**src/rtl/axi_lite_req_arbiter.sv**
```systemverilog
// Two-port arbiter in front of a single AXI4-Lite master command interface.
// It takes one transaction at a time and grants round-robin between the
// requesters. It drives the master's start/busy handshake and returns a
// completion pulse to the granted port. A saturating watchdog limits how
// long each wait phase may stall before the arbiter reports an error.
module axi_lite_req_arbiter #(
  parameter int unsigned ADDR_WIDTH = 32,
  parameter int unsigned DATA_WIDTH = 32,
  parameter int unsigned TIMEOUT    = 255
) (
  input  logic                    clk_i,
  input  logic                    rst_i,
  // Requester 0: core load/store unit
  input  logic                    r0_valid_i,
  input  logic                    r0_write_i,
  input  logic [ADDR_WIDTH-1:0]   r0_addr_i,
  input  logic [DATA_WIDTH-1:0]   r0_wdata_i,
  input  logic [DATA_WIDTH/8-1:0] r0_wstrb_i,
  output logic                    r0_ready_o,
  output logic                    r0_resp_valid_o,
  output logic [DATA_WIDTH-1:0]   r0_resp_rdata_o,
  output logic                    r0_resp_err_o,
  // Requester 1: debug/DMA port
  input  logic                    r1_valid_i,
  input  logic                    r1_write_i,
  input  logic [ADDR_WIDTH-1:0]   r1_addr_i,
  input  logic [DATA_WIDTH-1:0]   r1_wdata_i,
  input  logic [DATA_WIDTH/8-1:0] r1_wstrb_i,
  output logic                    r1_ready_o,
  output logic                    r1_resp_valid_o,
  output logic [DATA_WIDTH-1:0]   r1_resp_rdata_o,
  output logic                    r1_resp_err_o,
  // Master command interface
  output logic                    m_write_start_o,
  output logic [ADDR_WIDTH-1:0]   m_write_addr_o,
  output logic [DATA_WIDTH-1:0]   m_write_data_o,
  output logic [DATA_WIDTH/8-1:0] m_write_strobe_o,
  input  logic                    m_write_busy_i,
  output logic                    m_read_start_o,
  output logic [ADDR_WIDTH-1:0]   m_read_addr_o,
  input  logic [DATA_WIDTH-1:0]   m_read_data_i,
  input  logic                    m_read_busy_i
);

  localparam int unsigned StrbWidth = DATA_WIDTH / 8;
  localparam int unsigned CntWidth  = $clog2(TIMEOUT + 1);
  localparam logic [CntWidth-1:0] CntLast = CntWidth'(TIMEOUT - 1);
  localparam logic [CntWidth-1:0] CntMax  = CntWidth'(TIMEOUT);

  typedef enum logic [2:0] {
    StIdle,
    StIssue,
    StWaitAck,
    StWaitDone,
    StResp
  } state_e;

  state_e                state_q, state_d;
  logic                  grant_q, grant_d;
  logic                  last_grant_q, last_grant_d;
  logic                  cmd_write_q, cmd_write_d;
  logic [ADDR_WIDTH-1:0] cmd_addr_q, cmd_addr_d;
  logic [DATA_WIDTH-1:0] cmd_wdata_q, cmd_wdata_d;
  logic [StrbWidth-1:0]  cmd_wstrb_q, cmd_wstrb_d;
  logic [CntWidth-1:0]   cnt_q, cnt_d;
  logic                  err_q, err_d;
  logic [DATA_WIDTH-1:0] rdata_q, rdata_d;

  logic any_valid;
  logic pick;
  logic sel_busy;
  logic [CntWidth-1:0] cnt_inc;

  assign any_valid = r0_valid_i | r1_valid_i;
  // On contention the port that did not win last time gets the grant.
  assign pick      = (r0_valid_i && r1_valid_i) ? ~last_grant_q : r1_valid_i;
  assign sel_busy  = cmd_write_q ? m_write_busy_i : m_read_busy_i;
  assign cnt_inc   = (cnt_q == CntMax) ? cnt_q : cnt_q + 1'b1;

  // State and datapath registers; reset aborts any transaction in flight.
  always_ff @(posedge clk_i or posedge rst_i) begin
    if (rst_i) begin
      state_q      <= StIdle;
      grant_q      <= 1'b0;
      last_grant_q <= 1'b1;
      cmd_write_q  <= 1'b0;
      cmd_addr_q   <= '0;
      cmd_wdata_q  <= '0;
      cmd_wstrb_q  <= '0;
      cnt_q        <= '0;
      err_q        <= 1'b0;
      rdata_q      <= '0;
    end else begin
      state_q      <= state_d;
      grant_q      <= grant_d;
      last_grant_q <= last_grant_d;
      cmd_write_q  <= cmd_write_d;
      cmd_addr_q   <= cmd_addr_d;
      cmd_wdata_q  <= cmd_wdata_d;
      cmd_wstrb_q  <= cmd_wstrb_d;
      cnt_q        <= cnt_d;
      err_q        <= err_d;
      rdata_q      <= rdata_d;
    end
  end

  // Next-state logic: grant, command latch, handshake sequencing, watchdog.
  always_comb begin
    state_d      = state_q;
    grant_d      = grant_q;
    last_grant_d = last_grant_q;
    cmd_write_d  = cmd_write_q;
    cmd_addr_d   = cmd_addr_q;
    cmd_wdata_d  = cmd_wdata_q;
    cmd_wstrb_d  = cmd_wstrb_q;
    cnt_d        = cnt_q;
    err_d        = err_q;
    rdata_d      = rdata_q;
    unique case (state_q)
      StIdle: begin
        if (any_valid) begin
          grant_d      = pick;
          last_grant_d = pick;
          cmd_write_d  = pick ? r1_write_i : r0_write_i;
          cmd_addr_d   = pick ? r1_addr_i  : r0_addr_i;
          cmd_wdata_d  = pick ? r1_wdata_i : r0_wdata_i;
          cmd_wstrb_d  = pick ? r1_wstrb_i : r0_wstrb_i;
          state_d      = StIssue;
        end
      end
      StIssue: begin
        cnt_d   = '0;
        err_d   = 1'b0;
        rdata_d = '0;
        state_d = StWaitAck;
      end
      StWaitAck: begin
        if (sel_busy) begin
          cnt_d   = '0;
          state_d = StWaitDone;
        end else begin
          cnt_d = cnt_inc;
          if (cnt_q >= CntLast) begin
            err_d   = 1'b1;
            state_d = StResp;
          end
        end
      end
      StWaitDone: begin
        if (!sel_busy) begin
          err_d = 1'b0;
          if (!cmd_write_q) rdata_d = m_read_data_i;
          state_d = StResp;
        end else begin
          cnt_d = cnt_inc;
          if (cnt_q >= CntLast) begin
            err_d   = 1'b1;
            state_d = StResp;
          end
        end
      end
      StResp: begin
        state_d = StIdle;
      end
      default: begin
        state_d = StIdle;
      end
    endcase
  end

  // Output decode: qualified pulses per state, command fields straight from registers.
  always_comb begin
    r0_ready_o       = 1'b0;
    r1_ready_o       = 1'b0;
    r0_resp_valid_o  = 1'b0;
    r1_resp_valid_o  = 1'b0;
    r0_resp_err_o    = 1'b0;
    r1_resp_err_o    = 1'b0;
    r0_resp_rdata_o  = '0;
    r1_resp_rdata_o  = '0;
    m_write_start_o  = 1'b0;
    m_read_start_o   = 1'b0;
    m_write_addr_o   = cmd_addr_q;
    m_read_addr_o    = cmd_addr_q;
    m_write_data_o   = cmd_wdata_q;
    m_write_strobe_o = cmd_wstrb_q;
    unique case (state_q)
      StIdle: begin
        // Ready is combinational on valid, so mask it while reset is held.
        if (any_valid && !rst_i) begin
          r0_ready_o = ~pick;
          r1_ready_o = pick;
        end
      end
      StIssue: begin
        m_write_start_o = cmd_write_q;
        m_read_start_o  = ~cmd_write_q;
      end
      StResp: begin
        if (grant_q) begin
          r1_resp_valid_o = 1'b1;
          r1_resp_err_o   = err_q;
          if (!err_q && !cmd_write_q) r1_resp_rdata_o = rdata_q;
        end else begin
          r0_resp_valid_o = 1'b1;
          r0_resp_err_o   = err_q;
          if (!err_q && !cmd_write_q) r0_resp_rdata_o = rdata_q;
        end
      end
      default: begin
      end
    endcase
  end

endmodule

```
**config.mk**
```make
export PLATFORM = sky130hd
export DESIGN_NAME = axi_lite_req_arbiter
export DESIGN_NICKNAME = d
export VERILOG_FILES = /design/src/rtl/axi_lite_req_arbiter.sv
export SDC_FILE = /design/constraint.sdc
export NUM_CORES = 1
export LEC_CHECK = 0
export CAP_MARGIN = 20
export CORE_AREA = 4 4 133 135
export CTS_BUF_LIST = sky130_fd_sc_hd__clkbuf_4 sky130_fd_sc_hd__clkbuf_8
export CTS_CLUSTER_DIAMETER = 80
export DETAILED_ROUTE_END_ITERATION = 16
export DIE_AREA = 0 0 137 139
export PLACE_DENSITY = 0.77
export RECOVER_POWER = 100
export SYNTH_ARGS = -nofsm -noshare
export SYNTH_HDL_FRONTEND = slang
export SYNTH_SLANG_ARGS = --single-unit
```
**constraint.sdc**
```tcl
create_clock -name clk_i -period 5.2 [get_ports clk_i]
set_clock_uncertainty 0.15 [all_clocks]
set_input_delay 0.78 -clock clk_i [delete_from_list [all_inputs] [get_ports clk_i]]
set_output_delay 0.78 -clock clk_i [all_outputs]
set_load 0.02 [all_outputs]
```
# Word level (Yosys, flattened, before mapping)
# Cells that the tools add are included.
dict set report totals {
  out_inout_bits 172
  reg_bits 115
  input_bits 176
}
dict set report op_classes {
  bitwise_logic 4
  reduce_logical 13
  magnitude_cmp 1
  eq_ne 10
  n_mux 41
  n_addsub 1
}
# operator count
set op_table {}
lappend op_table {{$mux W32} 9}
lappend op_table {{$pmux W32 S2} 1}
lappend op_table {{$mux W8} 3}
lappend op_table {{$pmux W8 S3} 1}
lappend op_table {{$mux W1} 20}
lappend op_table {{$mux W3} 4}
lappend op_table {{$pmux W3 S4} 1}
lappend op_table {{$ne A2 B2 Y1 const B} 5}
lappend op_table {{$add A8 B1 Y8 const B} 1}
lappend op_table {{$eq A8 B8 Y1 const B} 1}
lappend op_table {{$ge A8 B8 Y1 const B} 1}
lappend op_table {{$eq A3 B2 Y1 const B} 2}
lappend op_table {{$reduce_and A2 Y1} 3}
lappend op_table {{$mux W4} 1}
lappend op_table {{$eq A3 B1 Y1 const B} 1}
lappend op_table {{$eq A3 B3 Y1 const B} 1}
lappend op_table {{$logic_and A1 B1 Y1} 3}
lappend op_table {{$logic_not A1 Y1} 3}
lappend op_table {{$logic_not A3 Y1} 1}
lappend op_table {{$not A1 Y1} 3}
lappend op_table {{$pmux W1 S3} 1}
lappend op_table {{$reduce_and A3 Y1} 1}
lappend op_table {{$reduce_bool A3 Y1} 1}
lappend op_table {{$reduce_bool A2 Y1} 1}
lappend op_table {{$or A1 B1 Y1} 1}

# Logic depth before layout (Yosys ltp)
dict set report depth {
  ltp_word 5
  mapped_depth 7
  depth_no_buf 6
}

# Least setup slack after synthesis
# OpenSTA, ideal clock, no wires.
dict set report synth_timing {
  path_type {in2out}
  startpoint {in rst_i}
  endpoint {out r1_ready_o}
  cell_stages 2
  n_path_buf 0
  required_ns 4.270
  arrival_ns 3.732
  setup_slack_ns 0.538
  path_cell_list {inv_1 -> and3_1}
}
dict set report synth_between {
  elab_chain_len 4
}
# element line
set synth_rtl {}
lappend synth_rtl {{from (decl)} 12} ;# input logic rst_i,
lappend synth_rtl {{$logic_not A1 Y1} 190} ;# if (any_valid && !rst_i) begin
lappend synth_rtl {{$logic_and A1 B1 Y1} 190}
lappend synth_rtl {{$mux W1} 190}
lappend synth_rtl {{$mux W1} 187} ;# unique case (state_q)
lappend synth_rtl {{to (decl)} 29} ;# output logic r1_ready_o,
# Every way passes these cells.

# Worst setup path in the final report
dict set report layout_timing {
  startpoint {reg state_q[1]}
  endpoint {out r0_resp_rdata_o[25]}
}
dict set report layout_between {
  elab_chain_len 2
}
# element line
set layout_rtl {}
lappend layout_rtl {{from (decl)} 58} ;# state_e state_q, state_d;
lappend layout_rtl {{from (signal assigned)} 83} ;# state_q <= StIdle;
lappend layout_rtl {{from (signal assigned)} 94} ;# state_q <= state_d;
lappend layout_rtl {{$eq A3 B3 Y1} 187}
lappend layout_rtl {{$mux W32} 187}
lappend layout_rtl {{to (decl)} 21} ;# output logic [DATA_WIDTH-1:0] r0_resp_rdata_o,
# Every way passes these cells.

==> summary.md <==
| Metric | Value |
|---|---|
| EDFF count, synth | 0 |
| List of most frequent post-synthesis cells | 140 x nand2_1, 114 x dfrtp_1, 111 x o21ai_0 |
| Initial antenna violation count | 3 |
| Global placer's final weighted congestion | ~0.81 |
| Clock latency on the worst-skew pair | between 0.4 and 0.5 ns |
| CP peak stage delay | just under 0.8 ns |
| Async S/R FF share, synth | between 90% and 100% |
| Non-filler instance count after layout | between 1000 and 1500 |
| Top Ports | ~350 |
| WL/cell | around 16 um |
| Vias in the first global route | ~5500 |
| Die area | 0.0190 mm2 |
| Hold Path Class | flip-flop to flip-flop |
| Avg Synthesized Cell Area | ~9.1 um2 |
| Top Usage Layer GRT | met2 |
| Final period util | 82.2% |
| Critical R2R Launch | state_q[1] |
| Die height | between 100 and 150 um |
| Utilization after layout | between 50 and 60% |
| Grt ovf | 0 |
| Dpl cells | 1150 |
| Area share of the largest cell type after synthesis | around 48% |
| Placed inst area | ~0.0094 mm2 |
| VDD IR max | between 200 and 300 uV |
| Required time worst endpoint | about 4.3 ns |
| RR Endpoint | m_read_addr_o[17] |
| Post-Layout Inst Area | just under 0.01 mm2 |
| Critical Path Source | state_q[1] |
| Distinct cells, synth | 42 |
| Flops & latches, synth | ~120 |
| Initial core utilization | around 36% |
| Synth top area cells | dfrtp_1 48%, mux2i_1 12%, o21ai_0 9.3% |
| Initial DRC count | 226 |
| Max-cap violations | 2 |
| Leakage power | between 4 and 5 nW |
| Worst-margin pin slew | 2.29 ns |
| Fin. max-slew vios | 130 |
| Crit path capture | r0_resp_rdata_o[25] |
| Final min period | approximately 4.3 ns |
| Endpoints failing hold | 0 |
| Relative slew slack | -52.9% |
| Drt first pass iters | 5 |
| Via count | between 5000 and 6000 |
| Routed WL | 19.2 mm |
| Syn Std Cell Area | between 0.005 and 0.006 mm2 |
| Met2 Usage GRT | between 30% and 40% |
| Post-DP HPWL | approximately 15 mm |
| # Post-CTS Setup Buffers | 0 |
| Violated checks | capacitance limit, slew limit |
| TritonCTS buffer count | 17 |
| Reg clk slew, reported paths | about 0.070 ns |
| Final Setup Violations | 0 |
| IO buf count | 347 |
| Most common cell in the netlist | nand2_1 |
| Fmax | between 200 and 250 MHz |
| Synth-to-Final Area Change | 64.4% |
| H-tree levels | 4 |
| Clock Sink Count | roughly 120 |
| Row Count | 47 |
| Worst r2r path cells | 5 |
| Layout net count | ~1100 |
| Sequential share of the synthesized area | ~48% |
| CP Class | flip-flop to output port |
| DR vias/cell | 4.74 |
| DRC viols | 0 |
| Post-route antenna net violation count | 0 |
| CTS tree | done |
| Pwr Density | roughly 470 mW/mm2 |
| RSZ-0062 raised after global routing | no |
| CP Capture Type | output port |
| Largest net degree at the start of global routing | 77 |
| Critical path peak fanout | 32 |
| Bufs on Longest Clock Path | 2 |
| R2R setup slack | roughly 1.3 ns |
| Clk root buf | clkbuf_8 |
| Fin Setup TNS | 0 ns |
| Post_cts resized | 0 |
| Cts hold-fix bufs | 0 |
| First-pass GRT wire length | between 20 and 30 mm |
| Yosys warning total | 0 |
| Syn_nets | 828 |
| Setup crit start kind | flip-flop |
| Worst Path Arrival | between 3 and 4 ns |
| M1 GR Usage | between 20% and 30% |
| Synthesized instance count | 650 |
| GRT Total Usage | 20.2% |
| Slowest CP cell | clkbuf_1 |
| Total core area | 0.0165 mm2 |
| Worst-path cell chain | or2_2 > nor4_2 > clkbuf_1 > and2_1 > dlygate4sd3_1 |
| Met3 Usage GRT | roughly a tenth |
| Outcome | complete, but fails checks |
| Yosys top cell by area | dfrtp_1 |
| Buf/Inv on CP | 2 |
| Ys flop type | dfrtp_1 |
| Crit path max-delay family | buffers and inverters |
| Die X | 137 um |
| Crit path depth | 5 |
| Layout cells sized above 1 | roughly 4.8% |
==> worst min path at each step <==
stage	start	endpoint	cells past startpoint
after global routing	m_write_data_o[11]	m_write_data_o[11]	2
after global placement	m_write_data_o[18]	m_write_data_o[18]	2
after detailed placement	m_write_strobe_o[0]	m_write_strobe_o[0]	2
final	m_write_strobe_o[0]	m_write_strobe_o[0]	2
after floorplan	rdata_q[0]	rdata_q[0]	2
after CTS	m_write_strobe_o[0]	m_write_strobe_o[0]	2
==> state kept, by name, summed over array words and instances, names as in the netlist <==
signal            count
m_read_addr_o        32
m_write_data_o       32
rdata_q              32
cnt_q                 8
m_write_strobe_o      4
state_q               3
cmd_write_q           1
err_q                 1
grant_q               1
last_grant_q          1
==> worst min-delay path, cell delays in order, from the launching register on <==
cell     delay [ns]
dfrtp_1        0.34
nand2_1        0.04
o21ai_0        0.06
==> where the power goes <==
| group | internal [mW] | leakage (nW) | total [mW] | switching [mW] |
|---|---|---|---|---|
| Combinational | 0.915 | 2.80 | 2.14 | 1.23 |
| Clock | 0.505 | 0.210 | 0.873 | 0.368 |
| Sequential | 1.27 | 1.48 | 1.55 | 0.280 |
| Total | 2.69 | 4.49 | 4.56 | 1.88 |
==> cell families after synthesis <==
group / Yosys count / synth area share (%)
compound gates: 140 / 12.7
buf+inv: 80 / 7.28
fa+ha+maj: 2 / 0.421
simple gates: 242 / 19.2
flops: 115 / 48.4
mux: 71 / 12.0
==> layout make-up <==
class	count	area, um2
antenna	2	5.00
clock buffer	24	324
clock inverter	8	97.6
fill	1496	6690
inverter	4	16.3
multi-input combinational	455	2660
sequential	115	2880
tap	220	275
timing repair buffer	356	3530
==> layer usage <==
metal / wire, um / vias up
li1: - / 2758
met1: 7180 / 2548
met2: 9290 / 262
met3: 2120 / 41
met4: 641 / 2
met5: 7 / -
==> metrics by stage <==
| stage | power, mW | hold slack, ns | setup slack [ns] |
|---|---|---|---|
| 2_1_floorplan | 2.91 | 0.305 | 0.538 |
| 3_3_place_gp | 3.85 | 0.310 | 1.60 |
| 3_5_place_dp | 3.90 | 0.319 | 1.65 |
| 4_1_cts | 4.80 | 0.333 | 1.47 |
| 5_1_grt | 4.91 | 0.348 | 0.678 |
| 6_report | 4.56 | 0.319 | 0.927 |
==> cells in the final DEF (no fill, tap or decap), types with 3 or more instances in the layout <==
master and count:
dfrtp_1 114, buf_4 5, dlygate4sd3_1 172, inv_1 3, nor2_1 14, nand3_1 4, clkinv_2 3, clkdlybuf4s50_1 175
nand2b_1 3, mux2i_1 71, and2_1 64, a21oi_1 11, clkbuf_8 23, o21ai_0 110, clkinvlp_4 3, nand2_1 140
nor3_1 4, o211ai_1 3, clkbuf_1 3
(Power assumes the default switching activity.)
